==> src/rtl/prog_timer.sv <==
// -----------------------------------------------------------------------------
// prog_timer
//   Programmable timer. It counts enabled, prescaled ticks from 1 up to a
//   programmed rollover value. In continuous mode it wraps back to 1. In
//   one-shot mode it stops at the rollover value and flags done.
//   Start, stop and pause control is provided. Mode, prescale and rollover are
//   captured when a reload start is accepted. A saturating counter tracks how
//   many continuous wraps have occurred.
//
// Ports
//   clk            system clock; all state updates on posedge
//   n_rst          synchronous active-low reset
//   clear          synchronous clear: counters/flags to 0, FSM to IDLE
//   start          reload start (IDLE/DONE) or resume (PAUSE)
//   stop           RUN -> PAUSE, count held
//   count_enable   tick qualifier, sampled each posedge
//   mode           0 = continuous, 1 = one-shot (captured at start)
//   prescale       tick every prescale+1 enabled cycles (captured at start)
//   rollover_val   terminal count (captured at start)
//   count_out      current count
//   rollover_flag  high while count_out equals the captured rollover value
//   wrap_pulse     one-cycle pulse on each continuous wrap rv -> 1
//   wrap_count     wraps since reload/clear, saturating at all-ones
//   busy           high in RUN
//   done           high in DONE
//   cfg_err        one-cycle pulse when a start is rejected (rollover_val == 0)
// -----------------------------------------------------------------------------
module prog_timer #(
  parameter int NUM_BITS  = 4,
  parameter int PS_BITS   = 4,
  parameter int WRAP_BITS = 8
) (
  input  logic                 clk,
  input  logic                 n_rst,
  input  logic                 clear,
  input  logic                 start,
  input  logic                 stop,
  input  logic                 count_enable,
  input  logic                 mode,
  input  logic [PS_BITS-1:0]   prescale,
  input  logic [NUM_BITS-1:0]  rollover_val,
  output logic [NUM_BITS-1:0]  count_out,
  output logic                 rollover_flag,
  output logic                 wrap_pulse,
  output logic [WRAP_BITS-1:0] wrap_count,
  output logic                 busy,
  output logic                 done,
  output logic                 cfg_err
);

  typedef enum logic [1:0] {
    IDLE  = 2'd0,
    RUN   = 2'd1,
    PAUSE = 2'd2,
    DONE  = 2'd3
  } state_t;

  localparam logic [NUM_BITS-1:0]  COUNT_ONE = 1;
  localparam logic [PS_BITS-1:0]   PS_ONE    = 1;
  localparam logic [WRAP_BITS-1:0] WRAP_ONE  = 1;
  localparam logic [WRAP_BITS-1:0] WRAP_MAX  = '1;

  state_t               state_reg;
  logic [NUM_BITS-1:0]  count_reg;
  logic [PS_BITS-1:0]   ps_ctr_reg;
  logic [WRAP_BITS-1:0] wrap_count_reg;
  logic                 rollover_flag_reg;
  logic                 wrap_pulse_reg;
  logic                 cfg_err_reg;
  logic                 done_reg;
  logic                 busy_reg;

  // Shadow copies of the configuration, frozen for the whole run
  logic                 mode_reg;
  logic [PS_BITS-1:0]   prescale_reg;
  logic [NUM_BITS-1:0]  rv_reg;

  logic [NUM_BITS-1:0]  count_next;
  logic                 tick;

  // count_reg < rv_reg whenever this is used, so it never overflows
  assign count_next = count_reg + COUNT_ONE;
  assign tick       = count_enable && (ps_ctr_reg == prescale_reg);

  always_ff @(posedge clk) begin
    if (!n_rst) begin
      state_reg         <= IDLE;
      count_reg         <= '0;
      ps_ctr_reg        <= '0;
      wrap_count_reg    <= '0;
      rollover_flag_reg <= 1'b0;
      wrap_pulse_reg    <= 1'b0;
      cfg_err_reg       <= 1'b0;
      done_reg          <= 1'b0;
      busy_reg          <= 1'b0;
      mode_reg          <= 1'b0;
      prescale_reg      <= '0;
      rv_reg            <= '0;
    end else begin
      // Pulses default low and are raised only on the cycle they report
      wrap_pulse_reg <= 1'b0;
      cfg_err_reg    <= 1'b0;

      if (clear) begin
        state_reg         <= IDLE;
        count_reg         <= '0;
        ps_ctr_reg        <= '0;
        wrap_count_reg    <= '0;
        rollover_flag_reg <= 1'b0;
        done_reg          <= 1'b0;
        busy_reg          <= 1'b0;
      end else begin
        case (state_reg)
          IDLE, DONE: begin
            // stop outranks start, so a simultaneous stop suppresses the reload
            if (start && !stop) begin
              if (rollover_val != '0) begin
                mode_reg          <= mode;
                prescale_reg      <= prescale;
                rv_reg            <= rollover_val;
                count_reg         <= '0;
                ps_ctr_reg        <= '0;
                wrap_count_reg    <= '0;
                rollover_flag_reg <= 1'b0;
                done_reg          <= 1'b0;
                busy_reg          <= 1'b1;
                state_reg         <= RUN;
              end else begin
                cfg_err_reg <= 1'b1;
              end
            end
          end

          RUN: begin
            if (stop) begin
              busy_reg  <= 1'b0;
              state_reg <= PAUSE;
            end else if (tick) begin
              ps_ctr_reg <= '0;
              if (count_reg == rv_reg) begin
                // Only reachable in continuous mode: one-shot leaves RUN at rv
                count_reg      <= COUNT_ONE;
                wrap_pulse_reg <= 1'b1;
                if (wrap_count_reg != WRAP_MAX) begin
                  wrap_count_reg <= wrap_count_reg + WRAP_ONE;
                end
                // With rv == 1 the count never leaves rv, so the flag stays up
                rollover_flag_reg <= (rv_reg == COUNT_ONE);
              end else begin
                count_reg         <= count_next;
                rollover_flag_reg <= (count_next == rv_reg);
                if (mode_reg && (count_next == rv_reg)) begin
                  busy_reg  <= 1'b0;
                  done_reg  <= 1'b1;
                  state_reg <= DONE;
                end
              end
            end else if (count_enable) begin
              ps_ctr_reg <= ps_ctr_reg + PS_ONE;
            end
          end

          PAUSE: begin
            // Resume without recapture or reload
            if (start && !stop) begin
              busy_reg  <= 1'b1;
              state_reg <= RUN;
            end
          end

          default: begin
            state_reg <= IDLE;
            busy_reg  <= 1'b0;
            done_reg  <= 1'b0;
          end
        endcase
      end
    end
  end

  assign count_out     = count_reg;
  assign rollover_flag = rollover_flag_reg;
  assign wrap_pulse    = wrap_pulse_reg;
  assign wrap_count    = wrap_count_reg;
  assign busy          = busy_reg;
  assign done          = done_reg;
  assign cfg_err       = cfg_err_reg;

endmodule

==> config.mk <==
export PLATFORM = sky130hd
export DESIGN_NAME = prog_timer
export DESIGN_NICKNAME = d
export VERILOG_FILES = /design/src/rtl/prog_timer.sv
export SDC_FILE = /design/constraint.sdc
export NUM_CORES = 1
export LEC_CHECK = 0
export CORE_MARGIN = 1
export CORE_UTILIZATION = 52
export CTS_CLUSTER_DIAMETER = 100
export DETAILED_ROUTE_END_ITERATION = 8
export HOLD_SLACK_MARGIN = 0.06
export MAX_ROUTING_LAYER = met4
export PLACE_DENSITY_LB_ADDON = 0.15
export SLEW_MARGIN = 20
export SYNTH_ARGS = -nofsm -noshare
export SYNTH_HDL_FRONTEND = slang
export SYNTH_SLANG_ARGS = --single-unit
==> constraint.sdc <==
create_clock -name clk -period 2.7 [get_ports clk]
set_clock_uncertainty 0.1 [all_clocks]
set_input_delay 0.675 -clock clk [delete_from_list [all_inputs] [get_ports clk]]
set_output_delay 0.675 -clock clk [all_outputs]
set_load 0.01 [all_outputs]
# Yosys cells after proc, flatten, opt, wreduce, memory -nomap -nowiden
# Cells that the tools add are included.
# word_totals
regBits,32
latchBits,0
mem_bits_rw,0
mem_bits_ro,0
in_bits,15
out_inout_bits,17
elab_cells,105
mem_count,0
# op_classes
addsub,3
multipliers,0
div_mod_pow,0
order_cmp,0
n_eq_ne,21
shifts,0
muxes,46
n_bitwise,6
n_reduce_logical,17
# ops
op,count
8-bit 2-to-1 mux,6
4-bit 2-to-1 mux,8
1-bit 2-to-1 mux,18
2-bit inequality test (second input constant),9
4-bit one-hot mux with 2 select lines,2
8-bit one-hot mux with 2 select lines,1
2-bit 2-to-1 mux,7
7-bit AND reduction,2
4-bit equality test,3
3-bit inequality test (second input constant),4
5-bit AND reduction,2
4-bit by 1-bit adder with 4-bit output (second input constant),2
8-bit by 1-bit adder with 8-bit output (second input constant),1
8-bit inequality test (second input constant),1
1-bit NOT,6
2-bit one-hot mux with 3 select lines,1
6-bit AND reduction,1
5-bit OR reduction,1
2-bit equality test (second input constant),2
4-bit by 1-bit equality test with 1-bit output (second input constant),1
1-bit one-hot mux with 2 select lines,2
4-bit AND reduction,1
4-bit nonzero test,1
2-bit OR reduction,2
other kinds (7),9

# Logic depth before layout (Yosys ltp)
# Gate-level depths: netlist of run 1.
# depth
depth_word,8
depth_mapped,9
ltp_nobuf,7

# Worst setup path before layout of run 1
# Ideal clock, no wire load.
# synth_timing
path_type,register to register
start,register state_reg[0]
end,"register wrap_count_reg[5], in the netlist wrap_count[5]"
setup_time_ns,0.115
arrival_ns,2.193
required_time_ns,2.485
path_slack_ns,0.292
stages_incl_launch_ff,10
path_buffers,2
period_less_slack_ns,2.408
cell_sequence,dfxtp_1 inv_1 ha_1 clkbuf_1 nor2b_1 a211o_1 a221o_1 buf_6 o31a_1 o21ba_1
# synth_via
elab_chain_cells,4
elab_cells_between_ends,13
cone_classes,eq/ne: 8; mux: 1; reduce/logical: 4
# synth_rtl
item,line_no,text
"start, declared",63,state_t state_reg;
"start signal, assigned",87,state_reg <= IDLE;
"start signal, assigned",105,state_reg <= IDLE;
"start signal, assigned",127,state_reg <= RUN;
2-bit equality test or 2-bit zero test (tied branches),113,case (state_reg)
2-bit OR reduction,113,
2-bit inequality test (no source line) or 2-bit nonzero test (tied branches),n/a,
7-bit AND reduction (no source line),n/a,
"end signal, assigned",145,wrap_count_reg <= wrap_count_reg + WRAP_ONE;
"end, declared",66,logic [WRAP_BITS-1:0] wrap_count_reg;
# Parallel ways exist; a longest one is shown, timed or not.
# A chain may end at the register's enable or synchronous reset.

# Worst setup path after layout of run 1
# layout_timing
start,"register count_reg[3], in the netlist count_out[3]"
end,"register wrap_count_reg[3], in the netlist wrap_count[3]"
# layout_via
elab_chain_cells,3
# layout_rtl
item,line_no,text
"start, declared",64,logic [NUM_BITS-1:0] count_reg;
"start signal, assigned",150,count_reg <= count_next;
4-bit equality test,140,if (count_reg == rv_reg) begin
2-bit inequality test (no source line),n/a,
7-bit AND reduction (no source line),n/a,
# Every way passes these cells.

==> flow_summary.ini, run 1 <==
[yosys]
syn_area_per_cell_um2 = 8.828
syn_inst = 197
synth_top_area_share_pct = 36.83
synthArstFlopShare_pct = 0
synth_seq_cells = 32
ys_types = 43
synthMuxAreaShare_pct = 6.906
synth_top_family_by_area = simple AND/OR/NAND/NOR gates
yosys.area_share.simple_pct = 25.47
synth_edf_count = 0
yosysTopAreaCell = dfxtp_1
synth_area_leaders = dfxtp_1, mux2i_1, nor2b_1, xor2_1, a21oi_1
synthAdderAreaFrac_pct = 3.597
yosysWarningCount = 0
synth_compound_area_share_pct = 18.49
synth-xor-area-share_pct = 5.036
ys_seq_area_share_pct = 36.83
ys.flop_type = dfxtp_1
synth_nets = 217
syn-cell-area_um2 = 1739

[drt]
wire_per_inst_um = 15.00
drt_wl_total_um = 4440
drt_iter0_drc = 126
drc_errors = 0
drtAntennaViolNets = 0
viasPerCell = 5.787
drtPass1Iterations = 4
vias = 1713

[flow_run]
cap_violations = 0

[place]
gp_congestion = 0.9173
numPlacedInstances = 288
numPortBuffers = 31
dp_hpwl_um = 3345

[sta]
layout_min_cycle_time_ns = 2.515
rsz0062_at_grt = false
timing.fmax_mhz = 397.6
hold_viol = 0
hold_slack_ns = 0.3961
fin_crit_sh_pct = 93.15
drv_slew = 0
setup_viol = 0
worstMarginPinSlew_ns = 0.5666
maxSlewHeadroom_pct = 61.73

[global_routing]
grt-ovfl-total = 0
grtUsageTotal_pct = 28.71
antenna_found_initial = 0
grt_max_degree = 17
grt_pass1_vias = 1603
grt_pass1_wl_um = 7217

[power_and_ir_drop]
p_switching_uw = 260.9
power_frac_clock_pct = 31.6
pwr-share-comb_pct = 17.2
intPower_uw = 683.2
p_leak_nw = 0.8794
power_frac_seq_pct = 51.2
swShare_pct = 27.64
p_per_area_nw_per_um2 = 405.7
irDropWorstVdd_uv = 323.1

[layout]
largest_reg_flops = 8
drive_gt1_share_pct = 14.29
syn2layout_area_growth_pct = 33.81
diodes = 0
nNetsFinal = 271
mostFrequentLayoutCells = dfxtp_1, clkdlybuf4s50_1, buf_4
layout_commonest_cell = dfxtp_1
fin_cells = 296

[clock_network]
clk_latency_ns = 0.35
clkTransAtPathRegs_ns = 0.10
ctsHtreeMaxLevel = 2
numCtsBuffers = 5
clock_path_buffers = 2
cts.sinks = 32
clockRootBuffer = clkbuf_4
tritoncts = done

[die]
fp-row-count = 20
die_area_um2 = 3580
die_h_um = 59.83
die_x_um = 59.83
io_pins = 32
start_util_pct = 56.05
core-area_um2 = 3103

[outcome]
status = completed

[critical_path]
cp_max_fo = 15
end_kind = flop
crit_path_start_kind = flop
worstPathCellList = xor2_1 > or4_4 > a221o_1 > buf_4 > or4_1 > a21oi_1
required_ns = 2.88
crit_path_max_incr_delay_ns = 0.60
slowest_stage = or4_4
arrival_ns = 2.69
crit_type = reg2reg

[worst_hold_path]
hp-class = reg2reg
## critical path, delay by kind of cell (launching register included)
kind                   cells  cell delay, ns
XOR/XNOR                   1            0.21
buffers and inverters      1            0.18
AND/OR/NAND/NOR            2            1.06
AO/OA/AOI/OAI              2            0.53
flip-flops                 1            0.35
## synth_stat cells (2+ instances only)
cell and count:
dfxtp_1 32, a21oi_1 13, nand2_1 13, nor2b_1 13, mux2i_1 12, xor2_1 8
clkbuf_1 7, inv_1 7, nand2b_1 7, nand3_1 7, nor2_1 7, o31ai_1 7
or4_1 7, o21ai_0 6, ha_1 5, nor4_1 5, nor3_1 4, a311oi_1 3
and3_1 3, nand4_1 3, a211oi_1 2, o2111ai_1 2, o31a_1 2, o41ai_1 2
xnor2_1 2
## routing by layer
layer	up-vias	global-route usage [%]	routed length (um)
met5	-	-	0
met4	0	14.29	150
met3	17	6.926	186
met2	54	44.29	2166
met1	794	34.91	1937
li1	848	-	-
## worst paths after layout
| path | depth (start not counted) | start | slack (ns) | endpoint |
|---|---|---|---|---|
| worst min register to register | 2 | wrap_count[7]$_SDFFE_PP0P_ | 0.40 | wrap_count[7]$_SDFFE_PP0P_ |
| worst max-delay path | 6 | count_out[3]$_SDFFE_PP0P_ | 0.18 | wrap_count[3]$_SDFFE_PP0P_ |
| worst max register to register | 6 | count_out[3]$_SDFFE_PP0P_ | 0.18 | wrap_count[3]$_SDFFE_PP0P_ |
| worst min-delay path | 2 | wrap_count[7]$_SDFFE_PP0P_ | 0.40 | wrap_count[7]$_SDFFE_PP0P_ |
## cell type report
| class | count | area [um2] |
|---|---|---|
| multi-input cells | 150 | 1041 |
| fillers | 244 | 775.7 |
| flip-flops and latches | 32 | 640.6 |
| repair buffers | 55 | 503.0 |
| well taps | 44 | 55.05 |
| clock buffers | 6 | 51.30 |
| inverters | 7 | 26.28 |
| clock inverters | 2 | 10.01 |
## metrics by stage
| stage | total power, mW | setup slack, ns | area (um2) | setup TNS (ns) | util [%] |
|---|---|---|---|---|---|
| after floorplan | 0.5742 | 0.2923 | 1739 | 0 | - |
| after global placement | 0.6491 | -0.1265 | 2266 | -0.3936 | 73.02 |
| after detailed placement | 0.6552 | -0.2438 | 2266 | -1.131 | 73.02 |
| after CTS | 0.9476 | 0.1245 | 2327 | 0 | 75.00 |
| after global routing | 0.9881 | 0.1087 | 2327 | 0 | 75.00 |
| final | 0.9441 | 0.1848 | 2327 | 0 | 75.00 |
## what timing repair did
action | 4_1_cts | 5_1_grt
hold buffers | 0 | 0
setup buffers | 0 | 0
resized for setup | 0 | 1
endpoints found under the setup margin | 0 | 1
## power groups by stage
stage / Sequential (mW) / Combinational [mW] / Clock, mW
6_report: 0.484 / 0.162 / 0.298
3_3_place_gp: 0.494 / 0.155 / 0
3_5_place_dp: 0.495 / 0.161 / 0
4_1_cts: 0.484 / 0.162 / 0.302
2_1_floorplan: 0.494 / 0.0804 / 0
5_1_grt: 0.485 / 0.177 / 0.326
## cells by family (layout without fill, tap and decap cells)
family	Yosys count	in the layout
adder cells (fa/ha/maj)	5	5
XOR/XNOR	10	10
AO/OA/AOI/OAI	46	46
flip-flops	32	32
buffers and inverters	15	70
AND/OR/NAND/NOR	77	77
multiplexers	12	12
No activity file was read; power rests on OpenSTA's default activity.
==> inputs of run 2 (changes only) <==
--- a/config.mk
+++ b/config.mk
@@ -5,6 +5,7 @@
 export SDC_FILE = /design/constraint.sdc
 export NUM_CORES = 1
 export LEC_CHECK = 0
+export CAP_MARGIN = 20
 export CORE_MARGIN = 1
 export CORE_UTILIZATION = 52
 export CTS_CLUSTER_DIAMETER = 100
@@ -16,3 +17,4 @@
 export SYNTH_ARGS = -nofsm -noshare
 export SYNTH_HDL_FRONTEND = slang
 export SYNTH_SLANG_ARGS = --single-unit
+export TNS_END_PERCENT = 20
==> results of run 2 <==
Same layout as run 1: the final DEF is identical, and so are final timing and power.
==> inputs of run 3 (changes only) <==
--- a/config.mk
+++ b/config.mk
@@ -11,7 +11,6 @@
 export CTS_CLUSTER_DIAMETER = 100
 export DETAILED_ROUTE_END_ITERATION = 8
 export HOLD_SLACK_MARGIN = 0.06
-export MAX_ROUTING_LAYER = met4
 export PLACE_DENSITY_LB_ADDON = 0.15
 export SLEW_MARGIN = 20
 export SYNTH_ARGS = -nofsm -noshare
==> run 3 against run 2 <==
  * Sequential share of layout area stayed put
  * Die area stayed put
  * Power is 0.21% higher
  * First-iteration DRC count is 5.6% higher
  * Critical path type unchanged
  * Highest routed layer unchanged
==> flow_summary.ini, run 3 (same netlist as run 1, synthesis figures left out) <==
[layout]
mostFrequentLayoutCells = dfxtp_1, clkdlybuf4s50_1, buf_4
nNetsFinal = 271
drive_gt1_share_pct = 14.29
layout_commonest_cell = dfxtp_1
largest_reg_flops = 8
fill_cells = 244
syn2layout_area_growth_pct = 33.81
diodes = 0
post-route-util_pct = 75.00

[power_and_ir_drop]
irDropWorstVdd_uv = 326.2
p_per_area_nw_per_um2 = 406.5
p_leak_nw = 0.8794
power_uw = 946.0

[outcome]
status = completed

[critical_path]
cp_max_fo = 15
r2r_end = wrap_count[3]$_SDFFE_PP0P_
end_kind = flop
cp_top_family = simple AND/OR/NAND/NOR gates
crit_path_start_kind = flop
cp_num_buf_inv = 1
slowest_stage = or4_4
crit_path_max_incr_delay_ns = 0.60
crit_type = reg2reg
critPathLaunch = count_out[3]$_SDFFE_PP0P_
worstPathCellList = xor2_1 > or4_4 > a221o_1 > buf_4 > or4_1 > a21oi_1
crit_end = wrap_count[3]$_SDFFE_PP0P_
reg2reg_slack_ns = 0.18
arrival_ns = 2.69
r2r_cells = 6
required_ns = 2.88
path_depth = 6
r2r_start = count_out[3]$_SDFFE_PP0P_

[global_routing]
use_met3_pct = 6.926
use_met2_pct = 44.29
grt_max_degree = 17
met1_usage_pct = 34.77
grt_busiest_layer = met2
grt_pass1_wl_um = 7217
grt_pass1_vias = 1604
antenna_found_initial = 0
grtUsageTotal_pct = 27.84
grt-ovfl-total = 0

[die]
start_util_pct = 56.05
die_area_um2 = 3580
die_h_um = 59.83
core-area_um2 = 3103
io_pins = 32
die_x_um = 59.83
fp-row-count = 20

[drt]
drtAntennaViolNets = 0
drt_wl_total_um = 4457
drtPass1Iterations = 4
wire_per_inst_um = 15.06
drc_errors = 0
vias = 1704
viasPerCell = 5.757
drt_iter0_drc = 133

[clock_network]
clkTransAtPathRegs_ns = 0.10
ctsHtreeMaxLevel = 2
clock_path_buffers = 2
clk_latency_ns = 0.34
clockRootBuffer = clkbuf_4
cts.repair.resized = 0
numCtsBuffers = 5
tritoncts = done
cts.sinks = 32
cts_setup_buffers = 0
hold_buffers = 0

[sta]
finalSetupTns_ns = 0
setup_viol = 0
fin_crit_sh_pct = 93.15
maxSlewHeadroom_pct = 61.98
setup_ws_ns = 0.1849
drv_slew = 0
hold_viol = 0
timing.fmax_mhz = 397.6
layout_min_cycle_time_ns = 2.515
worstMarginPinSlew_ns = 0.5703
rsz0062_at_grt = false

[place]
numPortBuffers = 31
post-place-ws_ns = -0.2438
gp_congestion = 0.9019
dp_hpwl_um = 3345

[flow_run]
cap_violations = 0

[worst_hold_path]
hp-class = reg2reg
-- run 3: metrics by stage --
step | cells | hold slack (ns) | instance area [um2]
2_1_floorplan | 197 | 0.3604 | 1739
3_3_place_gp | 288 | 0.3754 | 2266
3_5_place_dp | 288 | 0.3822 | 2266
4_1_cts | 296 | 0.3992 | 2327
5_1_grt | 296 | 0.4248 | 2327
6_report | 296 | 0.3963 | 2327
-- run 3: area by class of cell --
type / count / area (um2) / area share [%]
Multi-Input combinational cell: 150 / 1041 / 44.73
Sequential cell: 32 / 640.6 / 27.53
Timing Repair Buffer: 55 / 503.0 / 21.61
Tap cell: 44 / 55.05 / 2.366
Clock buffer: 6 / 51.30 / 2.204
Inverter: 7 / 26.28 / 1.129
Clock inverter: 2 / 10.01 / 0.4301
-- run 3: worst min-delay path: stages, from the launching register on --
cell and delay, ns:
dfxtp_1 0.34, o31ai_1 0.07, a21oi_1 0.05
-- run 3: how the worst min path moves through the flow --
stage | depth (start not counted) | slack, ns | startpoint | end
2_1_floorplan | 2 | 0.36 | ps_ctr_reg[1]$_SDFFE_PP0P_ | ps_ctr_reg[1]$_SDFFE_PP0P_
3_5_place_dp | 2 | 0.38 | done$_SDFFE_PP0P_ | done$_SDFFE_PP0P_
3_3_place_gp | 2 | 0.38 | rollover_flag$_SDFFE_PP0P_ | rollover_flag$_SDFFE_PP0P_
6_report | 2 | 0.40 | wrap_count[7]$_SDFFE_PP0P_ | wrap_count[7]$_SDFFE_PP0P_
5_1_grt | 2 | 0.42 | rollover_flag$_SDFFE_PP0P_ | rollover_flag$_SDFFE_PP0P_
4_1_cts | 2 | 0.40 | wrap_count[7]$_SDFFE_PP0P_ | wrap_count[7]$_SDFFE_PP0P_
-- run 3: per-layer routing --
metal | share of wire [%] | wire, um
met5 | 0 | 0
met4 | 2.9 | 129
met3 | 3.9 | 173
met2 | 49 | 2190
met1 | 44 | 1963
-- run 3: power breakdown --
| group | internal [mW] | switching, mW |
|---|---|---|
| logic | 0.0810 | 0.0816 |
| registers | 0.478 | 0.00526 |
| clock network | 0.124 | 0.176 |
| total | 0.683 | 0.263 |
